==> config.mk <==
export PLATFORM = sky130hd
export DESIGN_NAME = kronos_mem_bridge
export DESIGN_NICKNAME = d
export VERILOG_FILES = /design/src/rtl/kronos_mem_bridge.sv
export SDC_FILE = /design/constraint.sdc
export NUM_CORES = 1
export LEC_CHECK = 0
export CAP_MARGIN = 25
export CORE_AREA = 2 2 126 128
export CTS_BUF_LIST = sky130_fd_sc_hd__clkbuf_4 sky130_fd_sc_hd__clkbuf_8 sky130_fd_sc_hd__clkbuf_16
export DETAILED_ROUTE_END_ITERATION = 12
export DIE_AREA = 0 0 128 130
export GPL_TIMING_DRIVEN = 0
export PLACE_DENSITY = 0.65
export RECOVER_POWER = 25
export SLEW_MARGIN = 10
export SYNTH_ARGS = -nofsm -noshare
export SYNTH_HDL_FRONTEND = slang
export SYNTH_SLANG_ARGS = --single-unit
==> constraint.sdc <==
create_clock -name clk_i -period 3.8 [get_ports clk_i]
set_clock_uncertainty 0.1 [all_clocks]
set_input_delay 0.57 -clock clk_i [delete_from_list [all_inputs] [get_ports clk_i]]
set_output_delay 0.57 -clock clk_i [all_outputs]
set_load 0.01 [all_outputs]
==> src/rtl/kronos_mem_bridge.sv <==
// Multi-port to single-memory bridge: round-robin arbitration with grant lock,
// fixed-latency response pipeline and one outstanding transaction per port.
module kronos_mem_bridge #(
  parameter int unsigned NumPorts   = 2,
  parameter int unsigned AddrWidth  = 20,
  parameter int unsigned DataWidth  = 32,
  parameter int unsigned MemLatency = 1
) (
  input  logic                            clk_i,
  input  logic                            rst_ni,
  input  logic [NumPorts-1:0]             port_req_i,
  input  logic [NumPorts*32-1:0]          port_addr_i,
  input  logic [NumPorts-1:0]             port_we_i,
  input  logic [NumPorts*DataWidth-1:0]   port_wdata_i,
  input  logic [NumPorts*DataWidth/8-1:0] port_mask_i,
  output logic [NumPorts-1:0]             port_ack_o,
  output logic [NumPorts*DataWidth-1:0]   port_rdata_o,
  output logic                            mem_req_o,
  input  logic                            mem_gnt_i,
  output logic [AddrWidth-1:0]            mem_addr_o,
  output logic                            mem_we_o,
  output logic [DataWidth-1:0]            mem_wdata_o,
  output logic [DataWidth-1:0]            mem_strb_o,
  input  logic [DataWidth-1:0]            mem_rdata_i
);

  localparam int unsigned IdW   = (NumPorts > 1) ? $clog2(NumPorts) : 1;
  localparam int unsigned MaskW = DataWidth / 8;

  logic [NumPorts-1:0]   pending_q;
  logic [NumPorts-1:0]   eligible;
  logic [NumPorts-1:0]   set_pend;
  logic [IdW-1:0]        rr_ptr_q;
  logic [IdW-1:0]        lock_port_q;
  logic [IdW-1:0]        sel;
  logic                  lock_q;
  logic                  any_elig;
  logic                  xfer;
  logic [MemLatency-1:0] pipe_vld_q;
  logic [IdW-1:0]        pipe_id_q [MemLatency];

  // Upper address bits are intentionally dropped.
  logic unused_addr_hi;
  assign unused_addr_hi = ^port_addr_i;

  // A port whose ack is in flight or due now stays ineligible until pending clears.
  assign eligible = port_req_i & ~pending_q;

  // Round-robin search from rr_ptr; a stalled request keeps its port selected.
  always_comb begin
    sel      = rr_ptr_q;
    any_elig = 1'b0;
    for (int unsigned i = 0; i < NumPorts; i++) begin
      for (int unsigned p = 0; p < NumPorts; p++) begin
        if (!any_elig && eligible[p] && ((32'(rr_ptr_q) + i) % NumPorts) == p) begin
          sel      = IdW'(p);
          any_elig = 1'b1;
        end
      end
    end
    if (lock_q) begin
      sel = lock_port_q;
    end
  end

  assign mem_req_o = rst_ni & (any_elig | lock_q);
  assign xfer      = mem_req_o & mem_gnt_i;

  // Request payload mux from the selected port.
  always_comb begin
    mem_addr_o  = '0;
    mem_we_o    = 1'b0;
    mem_wdata_o = '0;
    mem_strb_o  = '0;
    for (int unsigned p = 0; p < NumPorts; p++) begin
      if (sel == IdW'(p)) begin
        mem_addr_o  = port_addr_i[p*32 +: AddrWidth];
        mem_we_o    = port_we_i[p];
        mem_wdata_o = port_wdata_i[p*DataWidth +: DataWidth];
        for (int unsigned b = 0; b < MaskW; b++) begin
          mem_strb_o[b*8 +: 8] = {8{port_mask_i[p*MaskW + b]}};
        end
      end
    end
  end

  // Response decode at the pipeline tail; rdata is forced to zero off-ack.
  always_comb begin
    port_ack_o   = '0;
    port_rdata_o = '0;
    set_pend     = '0;
    for (int unsigned p = 0; p < NumPorts; p++) begin
      if (pipe_vld_q[MemLatency-1] && pipe_id_q[MemLatency-1] == IdW'(p)) begin
        port_ack_o[p]                          = 1'b1;
        port_rdata_o[p*DataWidth +: DataWidth] = mem_rdata_i;
      end
      if (xfer && sel == IdW'(p)) begin
        set_pend[p] = 1'b1;
      end
    end
  end

  always_ff @(posedge clk_i or negedge rst_ni) begin
    if (!rst_ni) begin
      pending_q   <= '0;
      rr_ptr_q    <= '0;
      lock_q      <= 1'b0;
      lock_port_q <= '0;
      pipe_vld_q  <= '0;
      for (int unsigned k = 0; k < MemLatency; k++) begin
        pipe_id_q[k] <= '0;
      end
    end else begin
      pipe_vld_q[0] <= xfer;
      pipe_id_q[0]  <= sel;
      for (int unsigned k = 1; k < MemLatency; k++) begin
        pipe_vld_q[k] <= pipe_vld_q[k-1];
        pipe_id_q[k]  <= pipe_id_q[k-1];
      end
      pending_q <= (pending_q & ~port_ack_o) | set_pend;
      if (xfer) begin
        rr_ptr_q <= IdW'((32'(sel) + 1) % NumPorts);
        lock_q   <= 1'b0;
      end else if (mem_req_o) begin
        lock_q      <= 1'b1;
        lock_port_q <= sel;
      end
    end
  end

endmodule

==> out/metrics.csv, run 1 <==
stage;metric;value;unit
worst_setup_path;r2r-end;lock_port_q;
cts;root_buffer;clkbuf_16;
min_path;whs_path_depth;1;
min_path;worstHoldStart;pending_q[1];
timing;hold_viol;0;
min_path;hp-class;register to register;
cts;htreeDepth;1;
global_routing;grt_use_total;15.1;%
synth;netlist_top_cells_count;nand2_1, mux2i_1, buf_4, and2_1, and3_1;
worst_setup_path;path_class;primary input to output port;
synth;synth.net_count;619;
cts;clock_sinks;7;
detailed_routing;drtPass1Iterations;4;
cts;cts.repair.resized;3;
timing;rsz0062_at_grt;no;
synth;synth_area_leader_cell;nand2_1;
timing;setup_ws;0.130;ns
power_and_ir_drop;p_leak;0.00301;µW
min_path;hold_path_end;pending_q[1];
worst_setup_path;crit_path_max_fanout;10;
synth;syn_area;2890;µm²
status;status;completed;
timing;setup_violations;0;
synth;syn_inst;444;
worst_setup_path;crit_chain;clkdlybuf4s50_1, nor2b_1, maj3_2, and2_4, clkbuf_2, o22ai_2, buf_4, clkdlybuf4s50_1;
floorplan;row_count;46;
cts;cts.clk_slew.worst_paths;0.03;ns
worst_setup_path;critPathSlowestCell;clkdlybuf4s50_1;
synth;async_flop_share;100;%
worst_setup_path;crit_path_end_kind;output port;
finish;final_area;6260;µm²
cts;clockBufferDepth;2;
floorplan;die_x;128;µm
detailed_routing;remaining_drc_errors;0;
detailed_routing;final_antenna_net_count;0;
synth;synth_edf_count;0;
detailed_routing;wl_per_cell;14.5;µm
place;hpwl;11.2;mm
worst_setup_path;cpMostUsedCell;clkdlybuf4s50_1;
cts;post-cts-setup-buffers;0;
finish;drive_above_1_share;11.5;%
detailed_routing;drt_wl_total;13.7;mm
synth;synthTopCellsByArea;nand2_1, mux2i_1, o22ai_2;
global_routing;grt_pass1_vias;3857;
synth;synth.distinct_cells;27;
place;pre_cts_ws;-0.157;ns
synth;synth-seq-cells;7;
floorplan;dieArea;16600;µm²
worst_setup_path;max_stage_delay;0.53;ns
global_routing;grt_overflow;0;
worst_setup_path;ff2ff_path_depth;4;
finish;nets;926;
place;place.gp.congestion;0.792;
cts;cts_hold_buf;0;
timing;min_period_over_period;96.6;%
timing;max-slew-margin-rel;65.5;%
run;max_cap_violations;0;
timing;tightest_slew;0.517;ns
global_routing;grt_max_degree;11;
finish;diodes;0;
timing;fmax;0.272;GHz
synth;yosys_warnings;0;
floorplan;die_h;130;µm
place;io_buffers;302;
worst_setup_path;cp.arrival;3.00;ns
worst_setup_path;critPathRequiredTime;3.13;ns
place;place_area;6150;µm²
timing;slew_viol_final;0;
detailed_routing;first_iter_violations;147;
floorplan;io_pins;327;
detailed_routing;viasPerCell;4.33;
cts;cts_tree;done;
synth;syn_avg_cell_area;6.50;µm²
global_routing;grt_pass1_wl;20.3;mm
finish;area_growth;117;%
synth;synthMostInstantiatedCell;nand2_1;
worst_setup_path;cp-start-kind;primary input;
cts;clock_latency;0.23;ns
power_and_ir_drop;ir_worst_vdd;267;µV
power_and_ir_drop;p_per_area;552;nW/µm²
synth;synth_top_area_share;22.4;%
worst_setup_path;reg2reg_from;pending_q[0];
timing;min_period;3.67;ns
floorplan;core;15400;µm²
global_routing;antenna_found_initial;0;
cts;cts_buffers;3;
finish;nFillCells;1575;
floorplan;start_util;18.7;%
detailed_routing;num_vias;4081;
worst_setup_path;r2r_setup_slack;2.11;ns
synth;ys_seq_area_share;6.07;%
synth;synth_top_flop_cell;dfrtp_1;
## sequential cells by signal (all words and copies together) (netlist names)
signal / cells
pending_q: 2
lock_port_q: 1
lock_q: 1
pipe_id_q: 1
pipe_vld_q: 1
rr_ptr_q: 1
## report_power, final
group | internal, µW | total, µW | leakage, µW | switching (µW)
clock | 147 | 186 | 0.0000416 | 39.2
sequential | 106 | 132 | 0.0000823 | 26.7
combinational | 1700 | 3140 | 0.00289 | 1440
## worst max-delay path, delay by kind of cell
kind                     cells  cell delay [ns]
buffers and inverters        4             1.33
adder cells (fa/ha/maj)      1             0.34
AO/OA/AOI/OAI                1             0.42
AND/OR/NAND/NOR              2             0.34
## logic make-up (layout without fill, tap and decap cells)
group	Yosys count	count (layout)	share of synthesized area (%)
AND/OR/NAND/NOR	246	246	38.3
flip-flops	7	7	6.07
buffers and inverters	68	374	14.5
multiplexers	57	57	19.8
AO/OA/AOI/OAI	65	65	21.1
adder cells (fa/ha/maj)	1	1	0.390
## stage by stage
step / setup TNS (ns) / std cells / hold WS (ns) / utilization [%] / power [µW]
after global routing: 0 / 942 / 0.411 / 40.6 / 3730
final: 0 / 942 / 0.388 / 40.6 / 3450
after floorplan: 0 / 444 / 0.174 / - / 1840
after detailed placement: -1.52 / 938 / 0.386 / 39.9 / 3290
after CTS: 0 / 942 / 0.393 / 40.5 / 3500
after global placement: -1.61 / 938 / 0.380 / 39.9 / 3280
## worst max-delay path by stage
stage | end | cells past startpoint | start
after global placement | mem_strb_o[2] | 8 | port_req_i[1]
after detailed placement | mem_strb_o[2] | 8 | port_req_i[1]
final | mem_strb_o[2] | 8 | port_req_i[1]
after floorplan | mem_strb_o[10] | 6 | port_req_i[1]
after global routing | mem_strb_o[7] | 8 | port_req_i[1]
after CTS | mem_strb_o[2] | 8 | port_req_i[1]
## placed cells by master (no fill, tap or decap)
master,Yosys,final
mux2i_1,57,57
clkbuf_4,0,1
o22ai_2,30,34
and2_1,32,32
clkbuf_2,0,2
nand2_1,172,172
nor2b_1,3,3
clkdlybuf4s50_1,0,275
and2_4,1,1
nor2_1,2,2
dlygate4sd3_1,0,27
a31oi_1,1,1
o2bb2ai_1,1,1
nor3_1,1,1
clkbuf_1,15,13
maj3_2,1,1
clkbuf_16,0,3
o32a_1,1,1
inv_1,5,5
buf_1,4,4
buf_6,4,4
o22ai_1,28,24
nand2b_1,2,2
buf_4,33,33
or2_0,0,1
o31ai_1,1,1
o21ai_0,1,1
dfrtp_1,7,7
a32o_1,1,1
buf_2,7,7
and3_1,32,32
o311a_1,1,1
## area by class of cell
type / count / area, µm² / area share (%)
tap: 192 / 240 / 3.84
inverter: 5 / 18.8 / 0.300
clock buffer: 4 / 82.6 / 1.32
buffer: 63 / 402 / 6.41
multi-input combinational: 369 / 2320 / 37.1
timing repair buffer: 302 / 3020 / 48.3
sequential: 7 / 175 / 2.80
## metal layers
layer  vias up  GRT usage, %  part of all wire [%]
met5         -             0                     0
met4         0          3.04                   1.2
met3        13          2.54                   5.7
met2       139          26.3                    48
met1      1807          19.7                    46
li1       2122             -                     -
No activity file was read; power rests on OpenSTA's default activity.
==> run 2: changes to the inputs <==
- SLEW_MARGIN: 10 -> 20
==> results of run 2 <==
Final layout, timing and power as in run 1 (identical DEF).
